==> src/rtl/serial_sub4.sv <==
// Bit-serial subtractor: computes a - b - bin one bit per clock, LSB first.
// The result is published only when the last bit is done, so diff never shows partial bits.
module serial_sub4 #(
    parameter int W = 4
) (
    input  logic         i_clk,
    input  logic         i_rst_n,
    input  logic         i_start,
    input  logic [W-1:0] i_a,
    input  logic [W-1:0] i_b,
    input  logic         i_bin,
    output logic         o_busy,
    output logic         o_done,
    output logic [W-1:0] o_diff,
    output logic         o_bout
);

    localparam int CW = (W > 1) ? $clog2(W) : 1;

    typedef enum logic [1:0] {
        IDLE = 2'd0,
        RUN  = 2'd1,
        DONE = 2'd2
    } state_t;

    state_t        r_state;
    state_t        w_nextState;

    logic [W-1:0]  r_a;
    logic [W-1:0]  r_b;
    logic          r_brw;
    logic [CW-1:0] r_cnt;
    logic [W-1:0]  r_acc;
    logic [W-1:0]  r_diff;
    logic          r_bout;

    logic          w_aBit;
    logic          w_bBit;
    logic          w_dBit;
    logic          w_brwNext;
    logic          w_lastBit;
    logic          w_accept;
    logic [W:0]    w_accWide;
    logic [W-1:0]  w_accNext;
    logic          w_busy;
    logic          w_done;

    assign w_aBit    = r_a[0];
    assign w_bBit    = r_b[0];
    assign w_dBit    = w_aBit ^ w_bBit ^ r_brw;
    assign w_brwNext = (~w_aBit & w_bBit) | (~(w_aBit ^ w_bBit) & r_brw);
    assign w_lastBit = (r_cnt == CW'(W - 1));
    assign w_accept  = i_start && ((r_state == IDLE) || (r_state == DONE));

    // New bits enter at the top so that after W shifts bit 0 sits at the LSB.
    assign w_accWide = {w_dBit, r_acc};
    assign w_accNext = w_accWide[W:1];

    always_ff @(posedge i_clk) begin
        if (!i_rst_n) begin
            r_state <= IDLE;
        end else begin
            r_state <= w_nextState;
        end
    end

    always_comb begin
        w_nextState = r_state;
        w_busy      = 1'b0;
        w_done      = 1'b0;
        case (r_state)
            IDLE: begin
                if (i_start) begin
                    w_nextState = RUN;
                end
            end
            RUN: begin
                w_busy = 1'b1;
                if (w_lastBit) begin
                    w_nextState = DONE;
                end
            end
            DONE: begin
                w_done = 1'b1;
                if (i_start) begin
                    w_nextState = RUN;
                end else begin
                    w_nextState = IDLE;
                end
            end
            default: begin
                w_nextState = IDLE;
            end
        endcase
    end

    // Operands are shifted out LSB first; the start input is ignored while running.
    always_ff @(posedge i_clk) begin
        if (!i_rst_n) begin
            r_a    <= '0;
            r_b    <= '0;
            r_brw  <= 1'b0;
            r_cnt  <= '0;
            r_acc  <= '0;
            r_diff <= '0;
            r_bout <= 1'b0;
        end else if (w_accept) begin
            r_a   <= i_a;
            r_b   <= i_b;
            r_brw <= i_bin;
            r_cnt <= '0;
            r_acc <= '0;
        end else if (r_state == RUN) begin
            r_a   <= r_a >> 1;
            r_b   <= r_b >> 1;
            r_brw <= w_brwNext;
            r_acc <= w_accNext;
            r_cnt <= r_cnt + CW'(1);
            if (w_lastBit) begin
                r_diff <= w_accNext;
                r_bout <= w_brwNext;
            end
        end
    end

    assign o_busy = w_busy;
    assign o_done = w_done;
    assign o_diff = r_diff;
    assign o_bout = r_bout;

endmodule

==> config.mk <==
export PLATFORM = sky130hd
export DESIGN_NAME = serial_sub4
export DESIGN_NICKNAME = d
export VERILOG_FILES = /design/src/rtl/serial_sub4.sv
export SDC_FILE = /design/constraint.sdc
export NUM_CORES = 1
export LEC_CHECK = 0
export CORE_MARGIN = 2
export CORE_UTILIZATION = 40
export CTS_CLUSTER_DIAMETER = 100
export DETAILED_ROUTE_END_ITERATION = 7
export GPL_TIMING_DRIVEN = 0
export HOLD_SLACK_MARGIN = 0.05
export PLACE_DENSITY = 0.7
export SYNTH_ARGS = -nofsm -noshare
export SYNTH_HDL_FRONTEND = slang
export SYNTH_SLANG_ARGS = --single-unit
==> constraint.sdc <==
create_clock -name i_clk -period 2.7 [get_ports i_clk]
set_input_delay 0.27 -clock i_clk [delete_from_list [all_inputs] [get_ports i_clk]]
set_output_delay 0.27 -clock i_clk [all_outputs]
set_load 0.02 [all_outputs]
# After elaboration in Yosys (flattened, before gate mapping)
# Index checks and enable logic that the tools add are counted.
[op_classes] add_sub_neg=1 eq_ne=5 mux=12 n_bitwise=9 reduce_logical=7
[ops] cell="$mux 4" n=4
[ops] cell="$pmux 2 s3" n=1
[ops] cell="$mux 1" n=5
[ops] cell="$eq 2x2->1 const B" n=2
[ops] cell="$mux 2" n=2
[ops] cell="$ne 2x2->1 const B" n=2
[ops] cell="$not 1->1" n=4
[ops] cell="$reduce_and 3->1" n=1
[ops] cell="$add 2x1->2 const B" n=1
[ops] cell="$and 1x1->1" n=2
[ops] cell="$eq 2x1->1 const B" n=1
[ops] cell="$logic_not 2->1" n=1
[ops] cell="$reduce_and 2->1" n=1
[ops] cell="$reduce_bool 2->1" n=1
[ops] cell="$reduce_or 2->1" n=1
[ops] cell="$xor 1x1->1" n=2
[ops] cell="$logic_and 1x1->1" n=1
[ops] cell="$logic_or 1x1->1" n=1
[ops] cell="$or 1x1->1" n=1
[word_totals] regBits=22 in_bits=12 output_inout_bits=7

# Logic depth before layout (Yosys ltp)
# Gate-level depths: netlist of run 1.
[depth] ltp_word=6 depth_mapped=6

# Worst setup path before layout of run 1
# Ideal clock, no wire load.
[synth_path] path_type="reg2reg" from="register r_a[0]" to="register r_diff[3], in the netlist o_diff[3]" setup_ns=0.066 arrival_time_ns=1.027 t_required_ns=2.634 path_slack_ns=1.607 stages_incl_launch_ff=4 path_buffers=0 path_cell_list="dfxtp_1 -> fa_1 -> nand3_2 -> a21oi_2"
[synth_via] elab_chain_cells=2
[synth_lines] item="start: declaration" line="29" source="logic [W-1:0] r_a;"
[synth_lines] item="start signal: assignment" line="108" source="r_a <= i_a;"
[synth_lines] item="start signal: assignment" line="114" source="r_a <= r_a >> 1;"
[synth_lines] item="$xor 1x1->1 (2 in series)" line="50" source="assign w_dBit = w_aBit ^ w_bBit ^ r_brw;"
[synth_lines] item="net w_dBit" line="39" source="logic w_dBit;"
[synth_lines] item="end signal: assignment" line="120" source="r_diff <= w_accNext;"
[synth_lines] item="end: declaration" line="34" source="logic [W-1:0] r_diff;"
# The timed path passes the listed nets, and every way through them passes these cells.
# A chain may end at the register's enable or synchronous reset.

# Final worst setup path of run 1
[layout_path] from="register r_state[0]" to="output o_busy"
[layout_via] elab_chain_cells=2
[layout_lines] item="start: declaration" line="26" source="state_t r_state;"
[layout_lines] item="start signal: assignment" line="63" source="r_state <= w_nextState;"
[layout_lines] item="$eq 2x1->1" line="71" source="case (r_state)"
[layout_lines] item="$mux 1" line="71"
[layout_lines] item="end: declaration" line="12" source="output logic o_busy,"
# No other way between the ends.

==> results_dict.tcl, run 1 <==
set metrics [dict create \
    outcome "finished, final reports clean" \
    wl_per_cell_um 11.6 \
    seq_area_frac_synth 0.460 \
    clkTransAtPathRegs_ps 110 \
    antenna_found_initial 0 \
    portBuffers 18 \
    syn_nets 111 \
    die_w_um 51.8 \
    rows 17 \
    hold_class "reg -> reg" \
    hpwl_um 1250 \
    final_nets 134 \
    max_slew_margin 0.837 \
    seqCellArea_um2 420 \
    wl_met3_um 72 \
    grt_max_degree 12 \
    cts_tree "yes" \
    gp_congestion 0.703 \
    synth_top_area_cell "dfxtp_1" \
    dp_cells 143 \
    synth_top_area_frac 0.460 \
    ioPinCount 19 \
    fin_setup_tns_ps 0 \
    worst_setup_path_start_kind "flop" \
    tightest_slew_ps 245 \
    cts_resized 0 \
    skew_ps 1.44 \
    highest_layer "met4" \
    rsz0062_at_grt "no" \
    crit_arrival_ps 1740 \
    syn_area_um2 915 \
    grt_pass1_vias 700 \
    critPathRequiredTime_ps 2430 \
    fin_util 0.528 \
    report.final.slew_viol_count 0 \
    core_area_um2 2190 \
    p_leak_nw 0.404 \
    die_h_um 51.8 \
    wl_met2_um 803 \
    multiInputGateArea_um2 415 \
    antennaDiodeCount 0 \
    ir_drop_mv 0.356 \
    track_usage 0.156 \
    wl_um 1700 \
    syn_inst 97 \
    ys_types 30 \
    overflow 0 \
    cts_inserted_buffers 3 \
    drt_iter0_drc 16 \
    maxCapViolCount 0 \
    area_growth_pct 26.4 \
    p_per_area_nw_per_um2 506 \
    min_period_over_period 0.744 \
    drt-met1-wl_um 792 \
    clockRootBuffer "clkbuf_4" \
    grt_pass1_wl_um 3080 \
    ys_top_cells_by_area "dfxtp_1 (46%), nand2_1 (7.4%), a21oi_2 (4.8%), nand3_2 (4.4%), a21oi_1 (3.8%)" \
    setup_viol 0 \
    vias 734 \
    drive_gt1_frac 0.176 \
    htreeDepth 1 \
    insertion_delay_ps 300 \
    fmax_mhz 498 \
    crit_type "reg -> out" \
    yosysWarnings 0 \
    avgSynthCellArea_um2 9.43 \
    drc 0 \
    crit_path_end_kind "primary output" \
    via_per_inst 4.99 \
    ys_seq_elements 21 \
    fillCellCount 207 \
    final_cells 147 \
    cts_setup_buffers 0 \
    firstDrtPassIters 4 \
    hold_violations 0 \
    finalCriticalPeriod_ps 2010 \
    cts_num_sinks 21 \
    antenna_left 0 \
    whs_ps 465 \
    clk_path_buf_depth 2 \
    cts_hold_buffers 0 \
    start_util 0.417 \
    cp_max_fo 10 \
    dieArea_um2 2690 \
]
==> cells in the mapped netlist <==
cell and n:
o21ai_0 2, nor2_1 3, mux2i_1 1, nand3_2 4
a311oi_2 1, nand2_1 18, o22ai_1 2, fa_1 1
a2bb2oi_1 1, nand2b_2 1, ha_1 1, inv_1 3
a31oi_1 3, buf_4 2, o21a_1 1, nor3_1 5
dfxtp_1 21, buf_6 1, nand3b_1 1, buf_2 2
nand2b_1 1, a21oi_1 7, and2b_1 2, a22oi_1 1
nand3_1 3, buf_12 1, a21oi_2 5, inv_8 1
xnor2_1 1, o221ai_1 1
==> layout by cell type (no fill, tap or decap) <==
cell	n
inv_8	1
a21oi_2	5
clkbuf_4	3
clkdlybuf4s50_1	18
ha_1	1
xnor2_1	1
buf_12	1
clkbuf_1	1
o22ai_1	2
buf_2	2
buf_4	2
nand3b_1	1
buf_6	1
o221ai_1	1
a21oi_1	7
a31oi_1	3
nand3_2	4
a311oi_2	1
inv_1	3
mux2i_1	1
o21a_1	1
a22oi_1	1
nand3_1	3
nand2b_2	1
nor2_1	3
nand2_1	18
fa_1	1
o21ai_0	2
a2bb2oi_1	1
nand2b_1	1
nor3_1	5
and2b_1	2
dfxtp_1	21
==> cell families (layout without fill, tap and decap cells) <==
group | Yosys count | count (layout) | share of synthesized area
DFF | 21 | 21 | 0.460
xor gates and xnor gates | 1 | 1 | 0.00958
muxes | 1 | 1 | 0.0109
buffers and inverters | 10 | 32 | 0.0862
AOI/OAI and AO/OA | 24 | 24 | 0.183
and+or+nand+nor | 38 | 38 | 0.215
adders and majority gates | 2 | 2 | 0.0356
==> flip-flops by register name (all words and copies together), names as in the netlist <==
name	count
o_diff	4
r_a	4
r_b	4
r_acc	3
r_cnt	2
r_state	2
o_bout	1
r_brw	1
==> final timing paths <==
check                               start                      to  slack, ps  cells past startpoint
setup / recovery  r_state[0]$_SDFFE_PN0P_                  o_busy        690                      5
hold reg to reg     r_acc[1]$_SDFFE_PP0N_  o_diff[0]$_SDFFE_PN0P_        470                      2
setup reg to reg    r_cnt[0]$_SDFFE_PP0N_  o_diff[0]$_SDFFE_PN0P_       1470                      5
hold / removal      r_acc[1]$_SDFFE_PP0N_  o_diff[0]$_SDFFE_PN0P_        470                      2
==> power breakdown <==
| part | internal, mW | switching (mW) | leakage (nW) |
|---|---|---|---|
| Combinational | 0.0516 | 0.0511 | 0.217 |
| Sequential | 0.325 | 0.00872 | 0.171 |
| Clock | 0.0576 | 0.0911 | 0.0150 |
==> metal layers <==
metal,global-route usage,up-vias
met5,0,-
met4,0.0789,0
met3,0.0431,2
met2,0.264,16
met1,0.177,336
li1,-,380
==> through the flow <==
step	setup WS (ps)	area [um2]	power [mW]
after global placement	1030	1130	0.441
final	691	1160	0.585
after global routing	599	1160	0.615
after detailed placement	1030	1130	0.444
after floorplan	1610	915	0.409
after CTS	678	1160	0.593
==> final cells by class <==
cell class,count,share of cell area
repair buffers,18,0.156
well taps,28,0.0303
multi-input cells,66,0.359
inverters,4,0.0195
plain buffers,6,0.0487
clock buffers,4,0.0227
flip-flops and latches,21,0.364
==> worst max-delay path, stage by stage (launching register included) <==
cell and delay (ps):
dfxtp_1 400, nand2b_1 90, buf_6 140, inv_8 80
buf_12 130, clkdlybuf4s50_1 590
Power figures use the tool's default switching activity.
==> inputs of run 2 (changes only) <==
PLACE_DENSITY = 0.72   (was 0.7)
clock period = 1.6 ns   (was 2.7 ns; I/O delays follow)
==> results_dict.tcl, run 2 (synthesized netlist as in run 1, its figures left out) <==
set metrics [dict create \
    portBuffers 18 \
    hold_class "in -> reg" \
    critPathRequiredTime_ps 1440 \
    start_util 0.417 \
    clkTransAtPathRegs_ps 110 \
    final_common_cell "dfxtp_1" \
    crit_path_end_kind "primary output" \
    fmax_mhz 688 \
    die_h_um 51.8 \
    ir_drop_mv 0.398 \
    crit_arrival_ps 1290 \
    layout_common_cells "dfxtp_1 (20), nand2_1 (18), clkdlybuf4s50_1 (16)" \
    skew_ps 2.59 \
    setup_viol 0 \
    path_depth 5 \
    drc 0 \
    clockRootBuffer "clkbuf_4" \
    cts_inserted_buffers 3 \
    placed_area_um2 1130 \
    hold_violations 0 \
    worst-path-buf-inv 4 \
    final_cells 147 \
    ioPinCount 19 \
    slowest_stage "dfxtp_1" \
    worstHoldPathCells 3 \
    wl_um 1690 \
    insertion_delay_ps 290 \
    slowest_delay_ps 330 \
    grt_max_degree 12 \
    fin_area_um2 1150 \
    antenna_left 0 \
    rsz0062_at_grt "no" \
    reg2reg_depth 5 \
    report.final.slew_viol_count 0 \
    drt_iter0_drc 4 \
    drive_gt1_frac 0.193 \
    finalCriticalPeriod_ps 1450 \
    hpwl_um 1250 \
    dieArea_um2 2690 \
    vias 737 \
    final_nets 134 \
    p_seq_frac 0.576 \
    gp_congestion 0.759 \
    max_slew_margin 0.839 \
    fin_setup_tns_ps 0 \
    wl_per_cell_um 11.5 \
    p_per_area_nw_per_um2 847 \
    antenna_found_initial 0 \
    power.share.switching 0.253 \
    rows 17 \
    p_leak_nw 0.424 \
    internal_power_mw 0.730 \
    overflow 0 \
    cts_num_sinks 21 \
    p_clk_frac 0.249 \
    cts_tree "yes" \
    tightest_slew_ps 241 \
    worst_setup_path_start_kind "flop" \
    crit_type "reg -> out" \
    htreeDepth 1 \
    via_per_inst 5.01 \
    area_growth_pct 26.3 \
    maxCapViolCount 0 \
    min_period_over_period 0.908 \
    outcome "finished, final reports clean" \
    grt_pass1_wl_um 2900 \
    die_w_um 51.8 \
    cts_hold_buffers 0 \
    fin_util 0.527 \
    core_area_um2 2190 \
    power_switching_mw 0.248 \
    dp_cells 143 \
    firstDrtPassIters 4 \
    critPathTopFamily "buffers and inverters" \
    combinationalPowerShare 0.175 \
    track_usage 0.146 \
    grt_pass1_vias 698 \
    whs_ps 412 \
    antennaDiodeCount 0 \
    clk_path_buf_depth 2 \
    critical_path.cell_chain "nand2b_1 > buf_6 > inv_8 > buf_12 > buf_2" \
    cp_max_fo 10 \
]
[run 2: cell types whose count changed in the layout (fill, tap and decap cells not counted)]
cell and delta:
clkdlybuf4s50_1 -2, buf_2 +1, dfxtp_1 -1, dfxtp_2 +1, dlymetal6s2s_1 +1
[run 2: area by class of cell]
class | count | area [um2]
Buffer | 6 | 56.3
Clock buffer | 4 | 26.3
Fill cell | 209 | 1040
Inverter | 4 | 22.5
Multi-Input combinational cell | 66 | 415
Sequential cell | 21 | 422
Tap cell | 28 | 35.0
Timing Repair Buffer | 18 | 178
[run 2: timing repair]
item                                    CTS  global route
setup buffers                             0             0
endpoints found under the setup margin    1             2
resized for setup                         3             3
[run 2: path summary, 6_finish.rpt]
check / from / endpoint / slack (ps)
worst max register to register: r_cnt[0]$_SDFFE_PP0N_ / o_diff[0]$_SDFFE_PN0P_ / 370
worst min-delay path: i_a[3] / r_a[3]$_SDFFE_PN0P_ / 410
worst max-delay path: r_state[1]$_SDFFE_PN0P_ / o_busy / 150
worst min register to register: r_acc[1]$_SDFFE_PP0N_ / o_diff[0]$_SDFFE_PN0P_ / 460
[run 2: tightest hold or removal path, delay by kind of cell]
kind / cells / cell delay (ps)
simple gates: 1 / 60
buf+inv: 1 / 390
compound gates: 1 / 50
[run 2: power by group through the flow]
stage	clock network, mW	registers [mW]	logic (mW)
CTS	0.250	0.562	0.176
global placement	0	0.573	0.171
finish	0.243	0.563	0.172
floorplan	0	0.571	0.119
detailed placement	0	0.574	0.175
global route	0.279	0.567	0.187
[run 2: routing by layer]
metal / global-route usage / vias up / wire length, um
met5: 0 / - / 0
met4: 0.0921 / 0 / 29
met3: 0.0172 / 2 / 54
met2: 0.241 / 15 / 821
met1: 0.178 / 340 / 786
li1: - / 380 / -
[run 2: metrics by stage]
stage | power, mW | setup WS, ps
floorplan | 0.690 | 507
global placement | 0.744 | 45.1
detailed placement | 0.750 | 34.7
CTS | 0.988 | 7.75
global route | 1.03 | 56.7
finish | 0.978 | 147
